**src/rtl/mem_stage_pkg.sv**
```systemverilog
// mem_stage_pkg: shared state encoding, flag indices and MEM/WB control bundle for mem_stage
package mem_stage_pkg;

    typedef enum logic {
        IDLE   = 1'b0,
        ACCESS = 1'b1
    } state_t;

    localparam int FLAG_ZERO  = 0;
    localparam int FLAG_NEG   = 1;
    localparam int FLAG_CARRY = 2;
    localparam int FLAG_OVF   = 3;

    typedef struct packed {
        logic reg_write;
        logic mem_to_reg;
        logic branch;
        logic we;
    } ctrl_t;

endpackage

```
**src/rtl/mem_access_fsm.sv**
```systemverilog
// mem_access_fsm: IDLE/ACCESS sequencing of one data-memory access with a latched request.
// Optional abort counter is built only when MEM_STAGE_TIMEOUT_EN is defined.
module mem_access_fsm
    import mem_stage_pkg::*;
#(
    parameter int DATA_W  = 32,
    parameter int TIMEOUT = 15
) (
    input  logic              clk,
    input  logic              reset,
    input  logic              start,
    input  logic [DATA_W-1:0] addr,
    input  logic [DATA_W-1:0] wdata,
    input  logic [DATA_W-1:0] target,
    input  logic [4:0]        wsel,
    input  logic              zero,
    input  ctrl_t             ctrl,
    input  logic              dmem_ack,
    output logic              busy,
    output logic              done,
    output logic              abort,
    output logic              stall,
    output logic              dmem_req,
    output logic              dmem_we,
    output logic [DATA_W-1:0] dmem_addr,
    output logic [DATA_W-1:0] dmem_wdata,
    output logic [DATA_W-1:0] lat_addr,
    output logic [DATA_W-1:0] lat_target,
    output logic [4:0]        lat_wsel,
    output logic              lat_zero,
    output ctrl_t             lat_ctrl
);

    state_t            state;
    logic [DATA_W-1:0] wdata_q;

    if (TIMEOUT < 1) begin : g_bad_timeout
        $error("TIMEOUT must be at least 1");
    end

    assign busy       = (state == ACCESS);
    assign dmem_req   = busy;
    assign done       = busy & dmem_ack;
    assign stall      = (~busy & start) | (busy & ~dmem_ack & ~abort);
    assign dmem_we    = busy & lat_ctrl.we;
    assign dmem_addr  = {lat_addr[DATA_W-1:2], 2'b00};
    assign dmem_wdata = wdata_q;

`ifdef MEM_STAGE_TIMEOUT_EN
    localparam int CNT_W = $clog2(TIMEOUT + 1);
    logic [CNT_W-1:0] cnt;

    // ack on the limit cycle wins, so abort requires no ack
    assign abort = busy & ~dmem_ack & (cnt == CNT_W'(TIMEOUT - 1));

    // count ACCESS cycles; held at zero while IDLE so each access starts fresh
    always_ff @(posedge clk or posedge reset) begin
        if (reset) cnt <= '0;
        else cnt <= busy ? cnt + 1'b1 : '0;
    end
`else
    assign abort = 1'b0;
`endif

    // state and request latch: capture on acceptance, hold until ack or abort
    always_ff @(posedge clk or posedge reset) begin
        if (reset) begin
            state      <= IDLE;
            lat_addr   <= '0;
            lat_target <= '0;
            lat_wsel   <= '0;
            lat_zero   <= 1'b0;
            lat_ctrl   <= '0;
            wdata_q    <= '0;
        end else if (!busy) begin
            if (start) begin
                state      <= ACCESS;
                lat_addr   <= addr;
                lat_target <= target;
                lat_wsel   <= wsel;
                lat_zero   <= zero;
                lat_ctrl   <= ctrl;
                wdata_q    <= wdata;
            end
        end else if (dmem_ack || abort) begin
            state <= IDLE;
        end
    end

endmodule

```
**src/rtl/mem_stage.sv**
```systemverilog
// mem_stage: pipeline MEM stage with req/ack data memory, branch resolution and alignment fault.
// Define MEM_STAGE_TIMEOUT_EN to abort accesses that see no ack within TIMEOUT cycles.
module mem_stage
    import mem_stage_pkg::*;
#(
    parameter int DATA_W  = 32,
    parameter int TIMEOUT = 15
) (
    input  logic              clk,
    input  logic              reset,
    input  logic              valid_in,
    input  logic [DATA_W-1:0] alu_in,
    input  logic [DATA_W-1:0] store_data,
    input  logic [4:0]        wsel_in,
    input  logic [3:0]        flags_in,
    input  logic [DATA_W-1:0] branch_in,
    input  logic              ctr_mem_read,
    input  logic              ctr_mem_write,
    input  logic              ctr_branch,
    input  logic              ctr_reg_write,
    input  logic              ctr_mem_to_reg,
    input  logic [DATA_W-1:0] dmem_rdata,
    input  logic              dmem_ack,
    output logic              dmem_req,
    output logic              dmem_we,
    output logic [DATA_W-1:0] dmem_addr,
    output logic [DATA_W-1:0] dmem_wdata,
    output logic              stall,
    output logic              pc_src,
    output logic [DATA_W-1:0] branch_target,
    output logic              wb_valid,
    output logic              wb_reg_write,
    output logic              wb_mem_to_reg,
    output logic [DATA_W-1:0] wb_mem_data,
    output logic [DATA_W-1:0] wb_alu,
    output logic [4:0]        wb_wsel,
    output logic              fault
);

    logic              mem_op;
    logic              misalign;
    logic              start;
    logic              busy;
    logic              done;
    logic              abort;
    ctrl_t             ctrl;
    ctrl_t             lat_ctrl;
    logic [DATA_W-1:0] lat_addr;
    logic [DATA_W-1:0] lat_target;
    logic [4:0]        lat_wsel;
    logic              lat_zero;
    logic              unused_flags;

    assign mem_op       = valid_in & (ctr_mem_read | ctr_mem_write);
    assign misalign     = |alu_in[1:0];
    assign start        = mem_op & ~misalign;
    assign unused_flags = ^flags_in[FLAG_OVF:FLAG_NEG];
    assign ctrl         = '{reg_write: ctr_reg_write, mem_to_reg: ctr_mem_to_reg,
                            branch: ctr_branch, we: ctr_mem_write};

    mem_access_fsm #(
        .DATA_W (DATA_W),
        .TIMEOUT(TIMEOUT)
    ) u_fsm (
        .clk       (clk),
        .reset     (reset),
        .start     (start),
        .addr      (alu_in),
        .wdata     (store_data),
        .target    (branch_in),
        .wsel      (wsel_in),
        .zero      (flags_in[FLAG_ZERO]),
        .ctrl      (ctrl),
        .dmem_ack  (dmem_ack),
        .busy      (busy),
        .done      (done),
        .abort     (abort),
        .stall     (stall),
        .dmem_req  (dmem_req),
        .dmem_we   (dmem_we),
        .dmem_addr (dmem_addr),
        .dmem_wdata(dmem_wdata),
        .lat_addr  (lat_addr),
        .lat_target(lat_target),
        .lat_wsel  (lat_wsel),
        .lat_zero  (lat_zero),
        .lat_ctrl  (lat_ctrl)
    );

    // writeback register set: access completion, direct IDLE retire (non-memory or misaligned), or bubble
    always_ff @(posedge clk or posedge reset) begin
        if (reset) begin
            wb_valid      <= 1'b0;
            wb_reg_write  <= 1'b0;
            wb_mem_to_reg <= 1'b0;
            wb_mem_data   <= '0;
            wb_alu        <= '0;
            wb_wsel       <= '0;
            pc_src        <= 1'b0;
            branch_target <= '0;
            fault         <= 1'b0;
        end else if (done || abort) begin
            wb_valid      <= 1'b1;
            wb_reg_write  <= done & lat_ctrl.reg_write;
            wb_mem_to_reg <= done & lat_ctrl.mem_to_reg;
            wb_mem_data   <= (done & ~lat_ctrl.we) ? dmem_rdata : '0;
            wb_alu        <= lat_addr;
            wb_wsel       <= lat_wsel;
            pc_src        <= done & lat_ctrl.branch & lat_zero;
            branch_target <= lat_target;
            fault         <= abort;
        end else if (!busy && valid_in && !start) begin
            wb_valid      <= 1'b1;
            wb_reg_write  <= ~mem_op & ctr_reg_write;
            wb_mem_to_reg <= ~mem_op & ctr_mem_to_reg;
            wb_mem_data   <= '0;
            wb_alu        <= alu_in;
            wb_wsel       <= wsel_in;
            pc_src        <= ctr_branch & flags_in[FLAG_ZERO];
            branch_target <= branch_in;
            fault         <= mem_op;
        end else begin
            wb_valid     <= 1'b0;
            wb_reg_write <= 1'b0;
            pc_src       <= 1'b0;
            fault        <= 1'b0;
        end
    end

endmodule

```
**config.mk**
```make
export PLATFORM = sky130hd
export DESIGN_NAME = mem_stage
export DESIGN_NICKNAME = d
export VERILOG_FILES = /design/src/rtl/mem_stage_pkg.sv /design/src/rtl/mem_access_fsm.sv /design/src/rtl/mem_stage.sv
export SDC_FILE = /design/constraint.sdc
export NUM_CORES = 1
export LEC_CHECK = 0
export CAP_MARGIN = 40
export CELL_PAD_IN_SITES_DETAIL_PLACEMENT = 0
export CELL_PAD_IN_SITES_GLOBAL_PLACEMENT = 2
export CORE_UTILIZATION = 28
export DETAILED_ROUTE_END_ITERATION = 8
export HOLD_SLACK_MARGIN = 0.06
export PLACE_DENSITY_LB_ADDON = 0.1
export REMOVE_ABC_BUFFERS = 1
export SLEW_MARGIN = 20
export SYNTH_ARGS = -nofsm -noshare
export SYNTH_HDL_FRONTEND = slang
export SYNTH_HIERARCHICAL = 1
export SYNTH_SLANG_ARGS = --single-unit
```
**constraint.sdc**
```tcl
create_clock -name clk -period 9.4 [get_ports clk]
set_clock_uncertainty 0.2 [all_clocks]
set_input_delay 1.88 -clock clk [delete_from_list [all_inputs] [get_ports clk]]
set_output_delay 1.88 -clock clk [all_outputs]
set_load 0.005 [all_outputs]
```
==> metrics.md <==
| Metric | Value |
|---|---|
| Synth Register Bits | `approximately 210` |
| Count of pins over their slew limit | `0` |
| Initial Utilization | `between 20 and 30%` |
| Post-synth EDFFs | `0` |
| DP HPWL | `17100 um` |
| CP endpoint kind | `output port` |
| Routed WL per cell | `between 15 and 20 um` |
| DRC viols | `0` |
| Fmax | `between 150 and 200 MHz` |
| Area of the multi-input gates | `0.00316 mm^2` |
| Placement row count | `65` |
| Overall power | `roughly 2.9 mW` |
| Total gr overflow | `0` |
| Initial antenna violation count | `3` |
| Core footprint | `approximately 0.032 mm^2` |
| Post-synth top area share | `between 50% and 60%` |
| CP required | `approximately 7300 ps` |
| Clk slew on worst S/H paths | `around 60 ps` |
| Clk_lat worst skew | `530 ps` |
| Yosys top cell by area | `dfrtp_1` |
| Commonest non-fill, non-tap cells in the layout | `clkdlybuf4s50_1 (313), dfrtp_1 (213), a21oi_1 (95), mux2_2 (77), nor2_1 (73)` |
| Vias per cell | `4.47` |
| Die width | `around 180 um` |
| Final TNS setup | `0 ps` |
| Avg Cell Area, Syn | `between 10 and 15 um^2` |
| RSZ-0062 raised after global routing | `false` |
| Worst IR Drop VDD | `around 0.00013 V` |
| Clock tree buffer depth | `3` |
| Cell area after placement | `approximately 0.012 mm^2` |
| Leak pwr | `5.56 nW` |
| Largest net degree at the start of global routing | `57` |
| Clock root cell | `clkbuf_16` |
| Final setup viols | `0` |
| Vias in the first global route | `a little over 7k` |
| Critical path launch point type | `primary input` |
| Ys Warns | `6` |
| Fin Hold WS | `approximately 270 ps` |
| Outcome | `completed` |
| DR iter-0 viols | `about 220` |
| Final ANT Viol Nets | `0` |
| Die H | `182 um` |
| Nets@finish | `~1.2k` |
| Distinct cells, synth | `32` |
| Full die area | `roughly 0.033 mm^2` |
| WL final | `approximately 27000 um` |
| Port bufs | `about 310` |
| Post-CTS Setup Bufs | `0` |
| HP Class | `reg -> reg` |
| Fill cells | `roughly 3.1k` |
| Final Instance Area | `0.0133 mm^2` |
| Worst Tran Pin Value | `around 810 ps` |
| Max cap viols | `0` |
| Gpl congestion | `0.672` |
| Cell Area, Synth | `just over 0.009 mm^2` |
| CTS tree | `built` |
| Post-Place Worst Slack | `approximately 3700 ps` |
| Post-Synthesis Cells | `approximately 740` |
| Fin. Hold Viols | `0` |
| Final WS setup | `~3700 ps` |
| Share of layout cells above drive strength 1 | `about a fifth` |
| H-tree Lvls | `1` |
| Clock sink total | `213` |
| Critical Path Fanout Max | `3` |
| Synth top area cells | `dfrtp_1 (59%), mux2_2 (9.5%), a21oi_1 (5.2%)` |
| Commonest non-fill, non-tap cell in the layout | `clkdlybuf4s50_1` |
| Power per standard cell area | `220 mW/mm^2` |
| Tot GR Track Use | `roughly 16%` |
| Final worst-path cycle share | `about three fifths` |
| CP Class | `in -> out` |
| Hold Buf Count CTS | `0` |
| Seq/Total Area, Yosys | `around three fifths` |
| Async set-reset flop share out of synthesis | `100%` |
| First-pass GRT wire length | `approximately 42000 um` |
| Routed vias | `~6.6k` |
| Register area | `0.00533 mm^2` |
| Ports | `roughly 320` |
| Critical Path AT | `between 3000 and 4000 ps` |
| Min cycle time layout | `5710 ps` |
| Area grow syn2layout | `45.6%` |
| Normalized max-slew margin | `46.1%` |
| Cts bufs inserted | `27` |
| Post-CTS sizing | `0` |
| DRT Pass-1 Iters | `4` |
| Top FF cell, synth | `dfrtp_1` |
==> final timing paths <==
| path | depth (start not counted) | from | to | slack [ps] |
|---|---|---|---|---|
| min in group asynchronous | 2 | reset | u_fsm/dmem_wdata[3]$_DFFE_PP0P_ | 1480 |
| max in group asynchronous | 4 | reset | wb_alu[23]$_DFFE_PP0P_ | 6220 |
| min reg2reg | 2 | u_fsm/lat_ctrl[3]$_DFFE_PP0P_ | wb_reg_write$_DFF_PP0_ | 270 |
| min | 2 | u_fsm/lat_ctrl[3]$_DFFE_PP0P_ | wb_reg_write$_DFF_PP0_ | 270 |
| max reg2reg | 5 | u_fsm/busy$_DFF_PP0_ | wb_mem_data[10]$_DFFE_PP0P_ | 6280 |
| max | 6 | ctr_mem_write | stall | 3690 |
==> final cells by class <==
| class | count | share of cell area, % |
|---|---|---|
| clock buffers | 44 | 6.19 |
| multi-input cells | 442 | 23.8 |
| flip-flops and latches | 213 | 40.2 |
| clock inverters | 5 | 0.406 |
| diodes | 2 | 0.0378 |
| inverters | 5 | 0.179 |
| repair buffers | 327 | 25.0 |
| well taps | 435 | 4.11 |
==> kinds of logic (layout without fill, tap and decap cells) <==
family	count (synthesis)	after routing	synth area share, %
AO/OA/AOI/OAI	178	178	13.1
multiplexers	106	106	14.3
buffers and inverters	89	381	7.14
other	1	5	0.0412
AND/OR/NAND/NOR	155	155	6.86
flip-flops	213	213	58.6
==> power breakdown <==
| part | internal [mW] | switching (mW) | leakage (nW) |
|---|---|---|---|
| sequential | 1.10 | 0.101 | 2.58 |
| clock | 0.618 | 0.395 | 0.431 |
| combinational | 0.443 | 0.259 | 2.55 |
==> critical path: stages <==
cell,delay [ps]
clkdlybuf4s50_1,490
o21ai_0,180
nor3_1,260
nor2b_4,210
a21o_1,110
clkdlybuf4s50_1,500
==> cell usage after synthesis, drive strengths merged (2+ instances only) <==
| library cell | instances |
|---|---|
| dfrtp | 213 |
| nor3 | 2 |
| a21oi | 135 |
| inv | 5 |
| a221oi | 2 |
| nor2 | 75 |
| and2 | 2 |
| mux2 | 106 |
| nand4 | 2 |
| buf | 70 |
| a22o | 32 |
| clkbuf | 14 |
| o21ai | 4 |
| nor2b | 3 |
| nand2 | 69 |
==> metal layers <==
metal	wire length (um)	global-route usage [%]
met2	12300	26.1
met4	584	4.00
met1	11400	19.9
met3	2510	6.45
met5	17	0
==> metrics by stage <==
step / cells / utilization (%)
after floorplan: 660 / -
after global placement: 1417 / 38.5
after detailed placement: 1421 / 38.8
after CTS: 1470 / 41.6
after global routing: 1471 / 41.7
final: 1473 / 41.7
(Power assumes the default switching activity.)
